**src/rtl/matmul_sequencer.sv**
```systemverilog
// -----------------------------------------------------------------------------
// matmul_sequencer
//
// Control sequencer for a time-shared matrix-multiply datapath. A job of
// dimensions R1 x C1 times R2 x C2 is validated on start, then the block walks
// i (result row), j (result column) and k (inner index). It issues row-major
// read addresses to the two operand buffers and multiply-accumulates the
// returned words in a single MAC. Every finished result element is offered on
// a valid/ready stream together with its row, column and flat address.
//
// Ports
//   CLK, RST        clock (rising edge), synchronous active-high reset
//   start           job request, sampled only while idle
//   R1, C1, R2, C2  job dimensions, sampled together with start
//   busy            high in every state except idle
//   dim_err         one-cycle pulse when a job is rejected
//   done            one-cycle pulse after the last element is accepted
//   rd_en           operand read strobe
//   a_addr, b_addr  operand flat addresses (i*C1+k, k*C2+j)
//   a_data, b_data  operand words, valid one cycle after rd_en
//   res_valid       result element valid
//   res_ready       downstream accept
//   res_data        result element (unsigned sum of products)
//   res_row/res_col i, j of the element
//   res_addr        result flat address i*C2+j
//   dbg_state       current FSM state
//
// Handshake: an element transfers on a rising edge where res_valid and
// res_ready are both high. Once raised, res_valid and the res_* payload hold
// stable until that transfer; only a reset can drop res_valid earlier.
// -----------------------------------------------------------------------------
module matmul_sequencer #(
  parameter int DATA_W  = 32,
  parameter int MAX_DIM = 4,
  parameter int ADDR_W  = $clog2(MAX_DIM*MAX_DIM),
  parameter int ACC_W   = 2*DATA_W + $clog2(MAX_DIM)
) (
  input  logic              CLK,
  input  logic              RST,
  input  logic              start,
  input  logic [3:0]        R1,
  input  logic [3:0]        C1,
  input  logic [3:0]        R2,
  input  logic [3:0]        C2,
  output logic              busy,
  output logic              dim_err,
  output logic              done,
  output logic              rd_en,
  output logic [ADDR_W-1:0] a_addr,
  output logic [ADDR_W-1:0] b_addr,
  input  logic [DATA_W-1:0] a_data,
  input  logic [DATA_W-1:0] b_data,
  output logic              res_valid,
  input  logic              res_ready,
  output logic [ACC_W-1:0]  res_data,
  output logic [3:0]        res_row,
  output logic [3:0]        res_col,
  output logic [ADDR_W-1:0] res_addr,
  output logic [2:0]        dbg_state
);

  typedef enum logic [2:0] {
    S_IDLE  = 3'd0,
    S_RUN   = 3'd1,
    S_DRAIN = 3'd2,
    S_EMIT  = 3'd3,
    S_DONE  = 3'd4
  } state_t;

  state_t r_state;
  state_t w_next;

  // R2 is not stored: an accepted job always has R2 == C1.
  logic [3:0]          r_r1;
  logic [3:0]          r_c1;
  logic [3:0]          r_c2;
  logic [3:0]          r_i;
  logic [3:0]          r_j;
  logic [3:0]          r_k;
  logic [ACC_W-1:0]    r_acc;
  logic                r_rd_d;
  logic                r_dim_err;
  logic [ADDR_W-1:0]   r_a_hold;
  logic [ADDR_W-1:0]   r_b_hold;

  logic                w_dims_ok;
  logic                w_k_last;
  logic                w_j_last;
  logic                w_i_last;
  logic                w_hs;
  logic [ADDR_W-1:0]   w_a_addr;
  logic [ADDR_W-1:0]   w_b_addr;
  logic [2*DATA_W-1:0] w_prod;

  // Job legality, evaluated on the live inputs in the cycle start is sampled.
  assign w_dims_ok = (C1 == R2) &&
                     (R1 != 4'd0) && (C1 != 4'd0) && (R2 != 4'd0) && (C2 != 4'd0) &&
                     (R1 <= 4'(MAX_DIM)) && (C1 <= 4'(MAX_DIM)) &&
                     (R2 <= 4'(MAX_DIM)) && (C2 <= 4'(MAX_DIM));

  assign w_k_last = (r_k == r_c1 - 4'd1);
  assign w_j_last = (r_j == r_c2 - 4'd1);
  assign w_i_last = (r_i == r_r1 - 4'd1);

  assign w_a_addr = ADDR_W'(r_i) * ADDR_W'(r_c1) + ADDR_W'(r_k);
  assign w_b_addr = ADDR_W'(r_k) * ADDR_W'(r_c2) + ADDR_W'(r_j);
  assign w_prod   = (2*DATA_W)'(a_data) * (2*DATA_W)'(b_data);

  // Status and stream outputs follow directly from state and counters.
  assign busy      = (r_state != S_IDLE);
  assign rd_en     = (r_state == S_RUN);
  assign res_valid = (r_state == S_EMIT);
  assign done      = (r_state == S_DONE);
  assign dim_err   = r_dim_err;
  assign w_hs      = res_valid && res_ready;

  // Addresses follow i/j/k while reading and freeze at the last issued value.
  assign a_addr    = (r_state == S_RUN) ? w_a_addr : r_a_hold;
  assign b_addr    = (r_state == S_RUN) ? w_b_addr : r_b_hold;

  assign res_data  = r_acc;
  assign res_row   = r_i;
  assign res_col   = r_j;
  assign res_addr  = ADDR_W'(r_i) * ADDR_W'(r_c2) + ADDR_W'(r_j);
  assign dbg_state = r_state;

  always_ff @(posedge CLK) begin
    if (RST) begin
      r_state <= S_IDLE;
    end else begin
      r_state <= w_next;
    end
  end

  always_comb begin
    w_next = r_state;
    case (r_state)
      S_IDLE:  if (start && w_dims_ok) w_next = S_RUN;
      S_RUN:   if (w_k_last) w_next = S_DRAIN;
      S_DRAIN: w_next = S_EMIT;
      S_EMIT:  if (w_hs) w_next = (w_i_last && w_j_last) ? S_DONE : S_RUN;
      S_DONE:  w_next = S_IDLE;
      default: w_next = S_IDLE;
    endcase
  end

  always_ff @(posedge CLK) begin
    if (RST) begin
      r_r1      <= '0;
      r_c1      <= '0;
      r_c2      <= '0;
      r_i       <= '0;
      r_j       <= '0;
      r_k       <= '0;
      r_acc     <= '0;
      r_rd_d    <= 1'b0;
      r_dim_err <= 1'b0;
      r_a_hold  <= '0;
      r_b_hold  <= '0;
    end else begin
      r_dim_err <= 1'b0;
      // Marks the cycle in which a_data/b_data carry a requested word.
      r_rd_d    <= rd_en;
      case (r_state)
        S_IDLE: begin
          if (start) begin
            r_r1 <= R1;
            r_c1 <= C1;
            r_c2 <= C2;
            if (w_dims_ok) begin
              r_i   <= '0;
              r_j   <= '0;
              r_k   <= '0;
              r_acc <= '0;
            end else begin
              r_dim_err <= 1'b1;
            end
          end
        end
        S_RUN: begin
          r_a_hold <= w_a_addr;
          r_b_hold <= w_b_addr;
          r_k      <= w_k_last ? 4'd0 : r_k + 4'd1;
          if (r_rd_d) r_acc <= r_acc + ACC_W'(w_prod);
        end
        S_DRAIN: begin
          // Picks up the product of the last read issued in RUN.
          if (r_rd_d) r_acc <= r_acc + ACC_W'(w_prod);
        end
        S_EMIT: begin
          if (w_hs && !(w_i_last && w_j_last)) begin
            r_acc <= '0;
            if (w_j_last) begin
              r_j <= '0;
              r_i <= r_i + 4'd1;
            end else begin
              r_j <= r_j + 4'd1;
            end
          end
        end
        default: ;
      endcase
    end
  end

endmodule

```
**config.mk**
```make
export PLATFORM = sky130hd
export DESIGN_NAME = matmul_sequencer
export DESIGN_NICKNAME = d
export VERILOG_FILES = /design/src/rtl/matmul_sequencer.sv
export SDC_FILE = /design/constraint.sdc
export NUM_CORES = 2
export LEC_CHECK = 0
export ABC_AREA = 1
export BUFFER_PORTS_ARGS = -buffer_cell sky130_fd_sc_hd__buf_2
export CAP_MARGIN = 5
export CORE_MARGIN = 3
export CORE_UTILIZATION = 60
export DETAILED_ROUTE_END_ITERATION = 6
export MAX_ROUTING_LAYER = met4
export PLACE_DENSITY = 0.88
export SETUP_SLACK_MARGIN = 0.02
export SKIP_CTS_REPAIR_TIMING = 1
export SYNTH_ARGS = -nofsm -noshare
export SYNTH_HDL_FRONTEND = slang
export SYNTH_SLANG_ARGS = --single-unit
```
**constraint.sdc**
```tcl
create_clock -name CLK -period 7.15 [get_ports CLK]
set_input_delay 0.715 -clock CLK [delete_from_list [all_inputs] [get_ports CLK]]
set_output_delay 0.715 -clock CLK [all_outputs]
set_load 0.05 [all_outputs]
```
Word-level counts from Yosys, hierarchy flattened
Cells that the tools add are included.
- bits in registers: 103
- word-level logic and storage cells: 101
- add/subtract/negate cells: 10
- $mul: 4
- $lt $le $gt $ge: 4
- equality and inequality tests: 16
- multiplexer cells: 23
- bitwise operators: 2
- reductions and logical operators: 30
- operators by type and width (kind ; number):
    two-way mux 66 bit ; 4
    case mux 66 bit (3 select lines) ; 1
    adder 66 x 64 -> 66 bit ; 1
    multiplier 32 x 32 -> 64 bit ; 1
    two-way mux 4 bit ; 9
    case mux 4 bit (2 select lines) ; 3
    equality test 4 bit ; 4
    less-or-equal comparator 4 x 3 -> 1 bit, second input constant ; 4
    nonzero test 4 bit ; 4
    adder 4 x 1 -> 4 bit, second input constant ; 3
    adder 4 bit ; 3
    logical AND 1 bit ; 12
    multiplier 4 x 4 -> 4 bit ; 3
    two-way mux 3 bit ; 4
    case mux 3 bit (4 select lines) ; 1
    subtractor 4 x 1 -> 4 bit, second input constant ; 3
    != test 2 x 1 -> 1 bit, second input constant ; 5
    AND reduction 5 bit ; 2
    equality test 3 x 2 -> 1 bit, second input constant ; 2
    != test 2 bit, second input constant ; 3
    AND reduction 3 bit ; 2
    nonzero test 3 bit ; 2
    AND reduction 4 bit ; 1
    nonzero test 2 bit ; 2
    9 further kinds ; 10

Longest topological paths before layout
- depth after elaboration: 12
- mapped depth: 33
- depth with buffers taken out: 32

Worst setup path after synthesis
No wires, ideal clock.
- path type: input port to flip-flop
- from: input port b_data[0]
- to: register r_acc[28] (netlist: res_data[28])
- setup time: 0.132 ns
- arrival: 6.616 ns
- slack: 0.402 ns
- cell stages on the path: 29
- path through: clkbuf_1 -> nand2_1 -> fa_1 -> fa_1 -> inv_1 -> fa_1 -> inv_1 -> fa_1 -> inv_1 -> fa_1 -> inv_1 -> fa_1 -> inv_1 -> fa_1 -> inv_1 -> fa_1 -> inv_1 -> ha_1 -> nand2_1 -> inv_1 -> nand2_1 -> nand2_1 -> inv_1 -> nand2_1 -> a21oi_1 -> nand2_1 -> or2_2 -> nand3_1 -> a21oi_1
- word-level cells in the longest chain between the ends: 4
- ends and longest elaborated chain (item ; RTL line ; RTL):
    start, declared ; 52 ; input logic [DATA_W-1:0] b_data,
    multiplier 32 x 32 -> 64 bit ; 107 ; assign w_prod = (2*DATA_W)'(a_data) * (2*DATA_W)'(b_data);
    adder 66 x 64 -> 66 bit ; 184, 188 ;
    two-way mux 66 bit ; 184, 188 ;
    case mux 66 bit (3 select lines) ; 164 ; case (r_state)
    end signal, assigned ; 184 ; if (r_rd_d) r_acc <= r_acc + ACC_W'(w_prod);
    end signal, assigned ; 188 ; if (r_rd_d) r_acc <= r_acc + ACC_W'(w_prod);
    end, declared ; 80 ; logic [ACC_W-1:0] r_acc;
Every way passes these cells. The select of a mux whose other input is x is not followed.
A chain may end at the register's enable or synchronous reset.

Worst setup path in the final report
- from: input port a_data[15]
- to: register r_acc[52] (netlist: res_data[52])
- word-level cells in the longest chain between the ends: 4
- ends and longest elaborated chain (item ; RTL line ; RTL):
    start, declared ; 51 ; input logic [DATA_W-1:0] a_data,
    multiplier 32 x 32 -> 64 bit ; 107 ;
    adder 66 x 64 -> 66 bit ; 184, 188 ;
    two-way mux 66 bit ; 184, 188 ;
    case mux 66 bit (3 select lines) ; 164 ;
Every way passes these cells. The select of a mux whose other input is x is not followed.

==> results.txt <==
The run finished, with violations left. The checks that failed: DRC. In the detailed route, the total length drawn on met2 is 60.8 mm. The capturing element type of the critical path is a flip-flop. Yosys mapped the design onto 31 distinct sky130hd cell types. The tools report the startpoint type of the worst setup path as an input pin. The clock net in this run drives a total of 103 sinks. The transition time at the pin with the least slew margin was 0.872 ns; the achievable frequency was 143 MHz. The number of enable-type register cells in the synthesized netlist is 0. The most common cell after layout, fill and taps aside was sky130_fd_sc_hd__inv_1. After synthesis the cells add up to 0.0427 sq mm. In this run the mean area of a mapped cell was 7.30 sq um. The cell at the root of the clock tree is sky130_fd_sc_hd__clkbuf_16. For this run, the slowest stage of the critical path takes 0.62 ns.

By startpoint and endpoint, the worst setup path is classified as input pin to flip-flop. For the total routed wire length on the met1 layer, the log shows 46.0 mm. The critical path starts at a_data[15].

The top-level I/O count is 178. The instance area at placement was 0.0467 sq mm. The tools report the total count of max-transition violations in the final report as 0.

After detailed routing, the total wire length is 126 mm. The routed design could run at a clock period as short as 6.99 ns. For the worst flop-to-flop path, the logic depth is 25. Startpoint of the worst-slack reg-to-reg timing path: res_data[25]$_SDFFE_PP0P_. In the finished design, the share of the clock period the worst path needs comes to 97.7%. Summed over all nets, wire length on met3 after detailed routing comes to 12.2 mm. Input and output buffers added on the ports amount to 177.

The fraction of layout cells with a size suffix above 1 is 10.8%. After synthesis, flip-flops and latches occupy 4.82% of the total area. Once layout is complete, the utilization of the core stands at 67.8%. Compared with the post-synthesis result, the final layout area differs by 11.5%. The initial antenna violation count was 2; the number of violations of the max-capacitance limit was 0.

The final-report hold violation count came out at 0. Worst hold path class: flip-flop to flip-flop. The highest fanout seen on the critical path was 11; the wire length of the first global-routing pass was 204 mm.

The logs give 60.8% for the initial core utilization and 0.0703 sq mm for the core footprint. The worst pin sits at a relative slew slack of 41.9%. The clock tree synthesis step divided the H-tree into 3 levels. Number of synthesis warnings: 0.

The run gives 9 as the number of CTS-inserted buffers. The total via count in the routed design is 37.6k. The most used flip-flop cell after synthesis is sky130_fd_sc_hd__dfxtp_1.

The clock latency on the worst-skew pair came out at 0.39 ns. STA puts the critical path data required time at 7.46 ns. Across all register-to-register paths, the minimum setup slack is 0.38 ns.

In this run, synthesis produced a sequential element count of 103. Number of global-route vias before repair: 40.4k. After filler insertion, the fill cell instance count of the layout stands at 5282. The floorplan step defined a die boundary enclosing 0.0745 sq mm. The end of the worst register-to-register path is res_data[57]$_SDFFE_PP0P_. The clock passes through at most 2 buffers. The largest individual stage delay along the critical path comes from the cell sky130_fd_sc_hd__fa_1. The total of endpoints with negative setup slack in the final report came out at 0. Setup repair after global routing could not meet its margin everywhere. Among the stages of the critical path, the cell type that occurs most often is sky130_fd_sc_hd__fa_1. The placed wire-length estimate after detailed placement was 111 mm.

The average via count per standard cell works out to 5.30. Critical path data arrival time: 7.30 ns. After the last flow step, the layout net total stands at 7491. TritonCTS built the clock tree.

The tools report the all-layer global routing usage as 35.7%. Counting every instance in the synthesized netlist gives 5853. The cell area after layout was 0.0477 sq mm; the pin count of the biggest net entering global routing was 68.

Number of placement rows: 97. Prior to clock tree synthesis, the placed netlist has a worst setup slack of -0.339 ns. The tools report the post-detailed-route DRC marker count as 1. The detailed router used layers up to and including met4.

The count of nets left with antenna violations once routing finished came out at 0. The floorplan die height is 273 um. Hold timing on the final database bottoms out at a slack of 0.471 ns. The x dimension of the die came out at 273 um. Counting flops with an async set or reset pin after synthesis yields a share of 0%.

The violation count after the first detailed-routing iteration came out at 3627. The clock transition at the registers of the reported paths was 0.08 ns; the synthesized netlist net count was 7182. Routability-driven placement finished with a final weighted congestion of 0.991.

Global routing finished with a remaining overflow of 0. The top cell types in the final layout, fill and taps aside, are 1906 x sky130_fd_sc_hd__inv_1, 1774 x sky130_fd_sc_hd__nand2_1, 960 x sky130_fd_sc_hd__fa_1, 335 x sky130_fd_sc_hd__buf_4, 260 x sky130_fd_sc_hd__ha_1. Following the worst setup path forward leads to its endpoint at res_data[52]$_SDFFE_PP0P_. The final setup skew is 0.0141 ns, and the mean routed wirelength per cell is 17.8 um. The detailed-router iteration count before antenna repair was 7; the final setup slack of the worst path was 0.163 ns.
## critical path: cells and delay by family
kind	cells	cell delay (ns)
fa+ha+maj	9	4.42
simple gates	9	0.92
buf+inv	10	1.06
compound gates	1	0.17
## state kept, by name (all words and copies together) (netlist names)
name and count:
dim_err 1, res_col 4, r_b_hold 4, r_r1 4, res_data 66, r_c2 4
res_row 4, dbg_state 3, r_k 4, r_a_hold 4, r_c1 4, r_rd_d 1
## through the flow
stage	cells	setup TNS (ns)
after floorplan	5853	0
after global placement	7090	-7.46
after detailed placement	7090	-11.55
after CTS	7106	0
after global routing	7107	-0.134
final	7108	0
## worst min-delay path by stage
stage	startpoint	slack, ns	cells past startpoint	to
5_1_grt	r_r1[3]$_SDFFE_PP0P_	0.51	2	r_r1[3]$_SDFFE_PP0P_
6_report	r_r1[3]$_SDFFE_PP0P_	0.47	2	r_r1[3]$_SDFFE_PP0P_
2_1_floorplan	r_r1[3]$_SDFFE_PP0P_	0.44	2	r_r1[3]$_SDFFE_PP0P_
3_5_place_dp	r_r1[3]$_SDFFE_PP0P_	0.46	2	r_r1[3]$_SDFFE_PP0P_
4_1_cts	r_r1[3]$_SDFFE_PP0P_	0.47	2	r_r1[3]$_SDFFE_PP0P_
3_3_place_gp	r_r1[3]$_SDFFE_PP0P_	0.46	2	r_r1[3]$_SDFFE_PP0P_
## layer usage
metal	up-vias	track usage, %
li1	16728	-
met1	18154	43.3
met2	2236	58.7
met3	527	5.49
met4	0	17.5
met5	-	-
## cells by family after synthesis
group	count (synthesis)	synth area share, %
AND/OR/NAND/NOR	2149	19.7
buffers and inverters	2136	18.9
adder cells (fa/ha/maj)	1245	53.4
AO/OA/AOI/OAI	166	1.98
flip-flops	103	4.82
XOR/XNOR	54	1.11
## cells in the mapped netlist, drive strengths merged, types with 2 or more instances
master | n | area [sq um]
and3 | 2 | 12.5
nor3 | 19 | 106
xor2 | 40 | 350
ha | 277 | 3470
o21ai | 28 | 140
fa | 968 | 19400
a21oi | 131 | 656
xnor2 | 14 | 123
nand4 | 17 | 113
o21bai | 6 | 45.0
inv | 1910 | 7170
nand3b | 12 | 90.1
and2 | 4 | 25.0
nor4 | 4 | 25.0
nor2 | 146 | 553
buf | 17 | 133
nor3b | 3 | 22.5
nand2 | 1805 | 6780
clkbuf | 209 | 785
or2 | 22 | 138
nand3 | 115 | 576
dfxtp | 103 | 2060
## cell type report
class,count,area (sq um),area share [%]
timing repair buffer,524,3850,8.08
sequential,103,2060,4.33
clock buffer,9,225,0.473
inverter,1910,7170,15.0
antenna,1,2.50,0.00525
multi-input combinational,3614,33100,69.4
tap,940,1180,2.47
clock inverter,7,76.3,0.160
Power is left out: the tool's default activity adds up to more than one toggle a clock period on the data nets, which glitch-free logic cannot reach.
